==> src/rtl/inst_mem_loader.sv <==
// inst_mem_loader: loads a length-prefixed byte stream into instruction memory as little-endian words,
// holding the CPU in reset until the load completes.
module inst_mem_loader #(
    parameter int ADDR_W = 6,
    parameter int CNT_W  = 16
) (
    input  logic              clk,
    input  logic              rst,
    input  logic [7:0]        in_data,
    input  logic              in_valid,
    output logic              in_ready,
    input  logic              start,
    output logic              wr_en,
    output logic [ADDR_W-1:0] wr_addr,
    output logic [31:0]       wr_data,
    output logic              cpu_hold,
    output logic              done,
    output logic              err,
    output logic [CNT_W-1:0]  words_loaded
);
    localparam int DEPTH = 1 << ADDR_W;
    typedef enum logic [2:0] {HDR_LO, HDR_HI, DATA, DONE, ERR} state_t;
    state_t            state, state_nx;
    logic [CNT_W-1:0]  count, hdr, wl_nx;
    logic [1:0]        idx;
    logic [23:0]       word;
    logic [ADDR_W-1:0] addr;
    logic              acc, restart;
    always_comb begin
        in_ready = state == HDR_LO || state == HDR_HI || state == DATA;
        acc      = in_valid && in_ready;
        restart  = start && (state == DONE || state == ERR);
        hdr      = CNT_W'({in_data, count[7:0]});
        wl_nx    = words_loaded + CNT_W'(1);
        done     = state == DONE;
        err      = state == ERR;
        cpu_hold = state != DONE;
        state_nx = state;
        case (state)
            HDR_LO:  state_nx = acc ? HDR_HI : HDR_LO;
            HDR_HI:  state_nx = !acc ? HDR_HI : hdr == '0 ? DONE : hdr > CNT_W'(DEPTH) ? ERR : DATA;
            DATA:    state_nx = acc && idx == 2'd3 && wl_nx == count ? DONE : DATA;
            default: state_nx = restart ? HDR_LO : state;
        endcase
    end
    always_ff @(posedge clk or posedge rst) begin
        if (rst) state <= HDR_LO;
        else     state <= state_nx;
    end
    // Bytes shift in from the top so the first three land in word[7:0..23:16] by byte 3.
    always_ff @(posedge clk or posedge rst) begin
        if (rst) begin
            count        <= '0;
            idx          <= '0;
            word         <= '0;
            addr         <= '0;
            wr_en        <= 1'b0;
            wr_addr      <= '0;
            wr_data      <= '0;
            words_loaded <= '0;
        end else begin
            wr_en <= 1'b0;
            if (restart) begin
                idx          <= '0;
                addr         <= '0;
                words_loaded <= '0;
            end
            if (acc && state == HDR_LO) count <= {count[CNT_W-1:8], in_data};
            if (acc && state == HDR_HI) begin
                count <= hdr;
                idx   <= '0;
                addr  <= '0;
            end
            if (acc && state == DATA) begin
                idx  <= idx + 2'd1;
                word <= {in_data, word[23:8]};
                if (idx == 2'd3) begin
                    wr_en        <= 1'b1;
                    wr_addr      <= addr;
                    wr_data      <= {in_data, word};
                    addr         <= addr + ADDR_W'(1);
                    words_loaded <= wl_nx;
                end
            end
        end
    end
endmodule

==> config.mk <==
export PLATFORM = sky130hd
export DESIGN_NAME = inst_mem_loader
export DESIGN_NICKNAME = d
export VERILOG_FILES = /design/src/rtl/inst_mem_loader.sv
export SDC_FILE = /design/constraint.sdc
export NUM_CORES = 1
export LEC_CHECK = 0
export CORE_MARGIN = 2
export CORE_UTILIZATION = 46
export CTS_CLUSTER_DIAMETER = 200
export CTS_CLUSTER_SIZE = 14
export DETAILED_ROUTE_END_ITERATION = 8
export GPL_TIMING_DRIVEN = 0
export PLACE_DENSITY_LB_ADDON = 0.3
export SLEW_MARGIN = 20
export SYNTH_ARGS = -nofsm -noshare
export SYNTH_HDL_FRONTEND = slang
export SYNTH_SLANG_ARGS = --single-unit
==> constraint.sdc <==
create_clock -name clk -period 5.47 [get_ports clk]
set_input_delay 1.094 -clock clk [delete_from_list [all_inputs] [get_ports clk]]
set_output_delay 1.094 -clock clk [all_outputs]
set_load 0.03 [all_outputs]
* Word level (Yosys, flattened, before mapping)
Cells that the tools add are included.
** Cells by class
- Reductions and logical operators :: 16
- $add $sub $neg :: 3
- $lt $le $gt $ge :: 1
- Eq/ne operators :: 7
- Muxes and demuxes :: 21
- Bitwise logic cells :: 1
** Operators with widths (count)
- 16-bit 2-to-1 mux :: 4
- 6-bit 2-to-1 mux :: 4
- 16-bit by 1-bit adder with 16-bit output, second input constant :: 1
- 16-bit == test :: 1
- 16-bit by 7-bit > comparator with 1-bit output, second input constant :: 1
- 16-bit zero test :: 1
- 3-bit 2-to-1 mux :: 4
- 3-bit case mux with 3 select lines :: 1
- 8-bit 2-to-1 mux :: 1
- 1-bit logical AND :: 7
- 6-bit by 1-bit adder with 6-bit output, second input constant :: 1
- 3-bit by 2-bit == test with 1-bit output, second input constant :: 2
- 2-bit 2-to-1 mux :: 3
- 1-bit 2-to-1 mux :: 4
- 2-bit AND reduction :: 2
- 4-bit nonzero test :: 1
- 3-bit by 1-bit == test with 1-bit output, second input constant :: 1
- 3-bit == test, second input constant :: 1
- 3-bit zero test :: 1
- 1-bit logical OR :: 3
- 3-bit by 2-bit != test with 1-bit output, second input constant :: 1
- 3-bit nonzero test :: 1
- 2-bit by 1-bit adder with 2-bit output, second input constant :: 1
- 2-bit == test, second input constant :: 1
- 1-bit NOT :: 1
** Word-level totals
- Bits of input ports :: 12
- Flip-flop bits (word level) :: 106
- Output and inout bits :: 59

* Logic depth before layout (Yosys ltp)
- Depth in word-level cells :: 8
- Depth in mapped cells :: 10

* Worst setup path before layout
Ideal clock, no wire load.
- Path kind :: in2reg
- Start :: input port in_valid
- End :: register state[0]
- Arrival :: 2.616 ns
- Setup slack :: 2.751 ns
- Data required time :: 5.367 ns
- Stages on the path :: 7
- Path buffers :: 1
- Setup time :: 0.103 ns
- Path through :: nor4bb_1 buf_2 nand2_1 inv_6 nand3_4 or4_1 o41ai_2
** Between the ends
- Longest elaborated chain between the ends :: 5
** Ends and longest elaborated chain
- from (decl) :: line 10 : input logic in_valid,
- 1-bit logical AND (*) :: line 31 : acc = in_valid && in_ready;
- 1-bit logical AND (2 in series) :: line 42 : DATA: state_nx = acc && idx == 2'd3 && wl_nx == count ? DONE : DATA;
- 1-bit 2-to-1 mux :: line 42
- 3-bit case mux with 3 select lines (*) :: line 39 : case (state)
- to (signal assigned) :: line 48 : else state <= state_nx;
- to (decl) :: line 23 : state_t state, state_nx;
Every way passes the cells marked *; elsewhere a longest branch is shown, timed or not.
A chain may end at the register's enable or synchronous reset.

* Worst setup path after layout
- Start :: register state[1]
- End :: output port err
** Between the ends
- Longest elaborated chain between the ends :: 1
** Ends and longest elaborated chain
- 3-bit == test :: line 36 : err = state == ERR;
- to (decl) :: line 18 : output logic err,
Every way passes these cells.

==> out/metrics.csv <==
metric,value,unit
status,completed,
clkSinkCount,106,
relSlewSlack,57.5,%
power_switching,531,uW
synthXorXnorAreaFrac,4.18,%
synth_top_family_by_area,simple AND/OR/NAND/NOR gates,
vias,4006,
antenna_found_initial,0,
hold_buffers,0,
synth_nets,544,
pin_count,71,
startpoint_type,register,
fin_cells,752,
row_count,37,
ys.warnings.count,0,
comb_power_share,18.0,%
cts_resized,0,
synthSimpleGateAreaFrac,25.0,%
placedCellCount,736,
maxSlewViolCount,0,
seqPwrFrac,51.4,%
cts_buffers,9,
core,10300,um^2
hpwl,8370,um
clkLatencyLatePin,0.37,ns
setup.worst_path.start,state[1]$_DFFE_PP0P_,
rsz0062_at_grt,no,
dpl-instance-area,5750,um^2
power_density,303,nW/um^2
synth_fa_ha_area_share,0.775,%
dp_slack,1.93,ns
fin_util,58.2,%
crit_required,4.38,ns
grt_pass1_vias,3839,
arrival,2.21,ns
post_cts_buffers,0,
synth.area.top_cells,"dfrtp_1 (55%), nand2_1 (17%), mux2_2 (3.7%), o21ai_0 (2.9%), xnor2_1 (2.5%)",
routed_via_density,5.33,
drc,0,
r2r_slack,2.69,ns
grt_pass1_wl,19400,um
initial_core_util,47.1,%
fin_ws,2.17,ns
cp_max_fo,9,
cts_root_buf,clkbuf_8,
p_int,1.28,mW
postRouteAntennaNets,0,
wl_met1,5520,um
max_freq,303,MHz
yosys.cell_types.count,43,
place.gp.congestion,0.861,
reg2reg_from,words_loaded[0]$_DFF_PP0_,
synth-compound-area-share,8.06,%
final_cell_mix,"nand2_1 (219), dfrtp_1 (106), clkdlybuf4s50_1 (70)",
drive_gt1_share,8.60,%
syn_to_final_growth,23.5,%
highest_layer,met4,
final_nets,626,
fin_area,5980,um^2
final_common_cell,nand2_1,
tightest_slew,0.634,ns
die_area,11400,um^2
finalCriticalPeriod,3.30,ns
synth_top_cell_by_area,dfrtp_1,
grt_max_degree,73,
switching_share,29.3,%
portBuffers,70,
grt_usage,21.7,%
finClkSkew,0.00830,ns
finalHoldViolCount,0,
routed_wl,11700,um
cts_max_level,3,
synth-seq-area-share,54.8,%
syn_inst,529,
hold_slack,0.472,ns
path_class,reg -> out,
worstReg2RegEnd,state[0]$_DFFE_PP0P_,
peakVddDrop,169,uV
wire_per_inst,15.5,um
finalPower,1.81,mW
setup_viol,0,
totalNegativeSetupSlack,0,ns
fin_crit_sh,60.4,%
die_y,107,um
crit_end,err,
synthDominantCellAreaShare,54.8,%
cp-end-kind,output pin,
hold_path.class,reg -> reg,
maxCapViolations,0,
antennaDiodeCount,0,
overflow,0,
reg2regPathDepth,7,
avgSynthCellArea,9.16,um^2
synthesis.area,4840,um^2
tritoncts,yes,
clkTransAtPathRegs,0.11,ns
dr_wl_met3,609,um
drt_iter0_markers,207,
clockBufferDepth,2,
clkPwrFrac,30.7,%
muxShareOfSynthArea,3.72,%
route.met2.wl,5370,um
p_leak,2.82,nW
die_w,107,um
firstDrtPassIters,5,
ys_seq_elements,106,
==> sequential cells by signal, summed over array words and instances (netlist names) <==
name          count
wr_data          32
wr_en             1
state             3
word             24
addr              6
words_loaded     16
wr_addr           6
idx               2
count            16
==> power groups by stage <==
stage / clock, mW / combinational [mW] / sequential [mW]
after floorplan: 0 / 0.245 / 0.915
after global placement: 0 / 0.304 / 0.939
after detailed placement: 0 / 0.321 / 0.944
after CTS: 0.563 / 0.327 / 0.929
after global routing: 0.589 / 0.354 / 0.942
final: 0.556 / 0.326 / 0.932
==> cells by family (layout without fill, tap and decap cells) <==
logic type	Yosys count	in the layout
buffers and inverters	35	122
adders and majority gates	3	3
xor gates and xnor gates	21	21
AOI/OAI and AO/OA	63	63
and+or+nand+nor	285	285
DFF	106	106
muxes	16	16
==> Yosys cell counts <==
master	n
mux2_2	16
nand2_1	219
buf_1	1
xnor2_4	1
clkbuf_1	17
xnor2_1	14
or4_1	1
o21a_1	5
a22o_1	2
nor3b_1	1
and3_1	2
ha_1	3
o221ai_1	2
a211oi_1	1
o211ai_1	1
a21oi_1	8
buf_6	3
dfrtp_1	106
and3b_1	2
nor4bb_1	1
xor2_1	6
buf_2	4
inv_1	7
nand4_1	6
o31ai_1	7
nand3_4	1
nand3_1	13
nor2_1	15
o41ai_2	1
a31oi_1	3
nand3_2	3
o21ai_0	28
nor3_1	10
a41oi_1	1
nor4_1	6
buf_4	2
o41ai_1	1
o21ai_1	1
and2_2	1
nor2_4	1
inv_6	1
or3_1	3
o22ai_1	2
==> how the worst min path moves through the flow <==
stage,cells after the start,to,start
2_1_floorplan,2,wr_data[0]$_DFFE_PP0P_,word[0]$_DFFE_PP0P_
3_3_place_gp,2,wr_data[5]$_DFFE_PP0P_,word[5]$_DFFE_PP0P_
3_5_place_dp,2,wr_data[0]$_DFFE_PP0P_,word[0]$_DFFE_PP0P_
4_1_cts,2,wr_data[5]$_DFFE_PP0P_,word[5]$_DFFE_PP0P_
5_1_grt,2,wr_data[5]$_DFFE_PP0P_,word[5]$_DFFE_PP0P_
6_report,2,wr_data[5]$_DFFE_PP0P_,word[5]$_DFFE_PP0P_
==> layout make-up <==
| cell class | instances | area (um^2) |
|---|---|---|
| multi-input combinational | 388 | 2020 |
| tap | 136 | 170 |
| clock buffer | 10 | 138 |
| clock inverter | 6 | 93.8 |
| sequential | 106 | 2650 |
| inverter | 8 | 40.0 |
| buffer | 27 | 136 |
| timing repair buffer | 71 | 728 |
| fill | 952 | 4290 |
==> critical path, stage by stage, from the launching register on <==
cell and delay, ns:
dfrtp_1 0.38, buf_2 0.17, nor3b_1 0.51, clkdlybuf4s50_1 0.78
==> metal layers <==
metal,GRT usage (%),vias up
li1,-,1920
met1,31.3,1948
met2,33.6,120
met3,3.89,18
met4,6.77,0
met5,0,-
(Power assumes the default switching activity.)
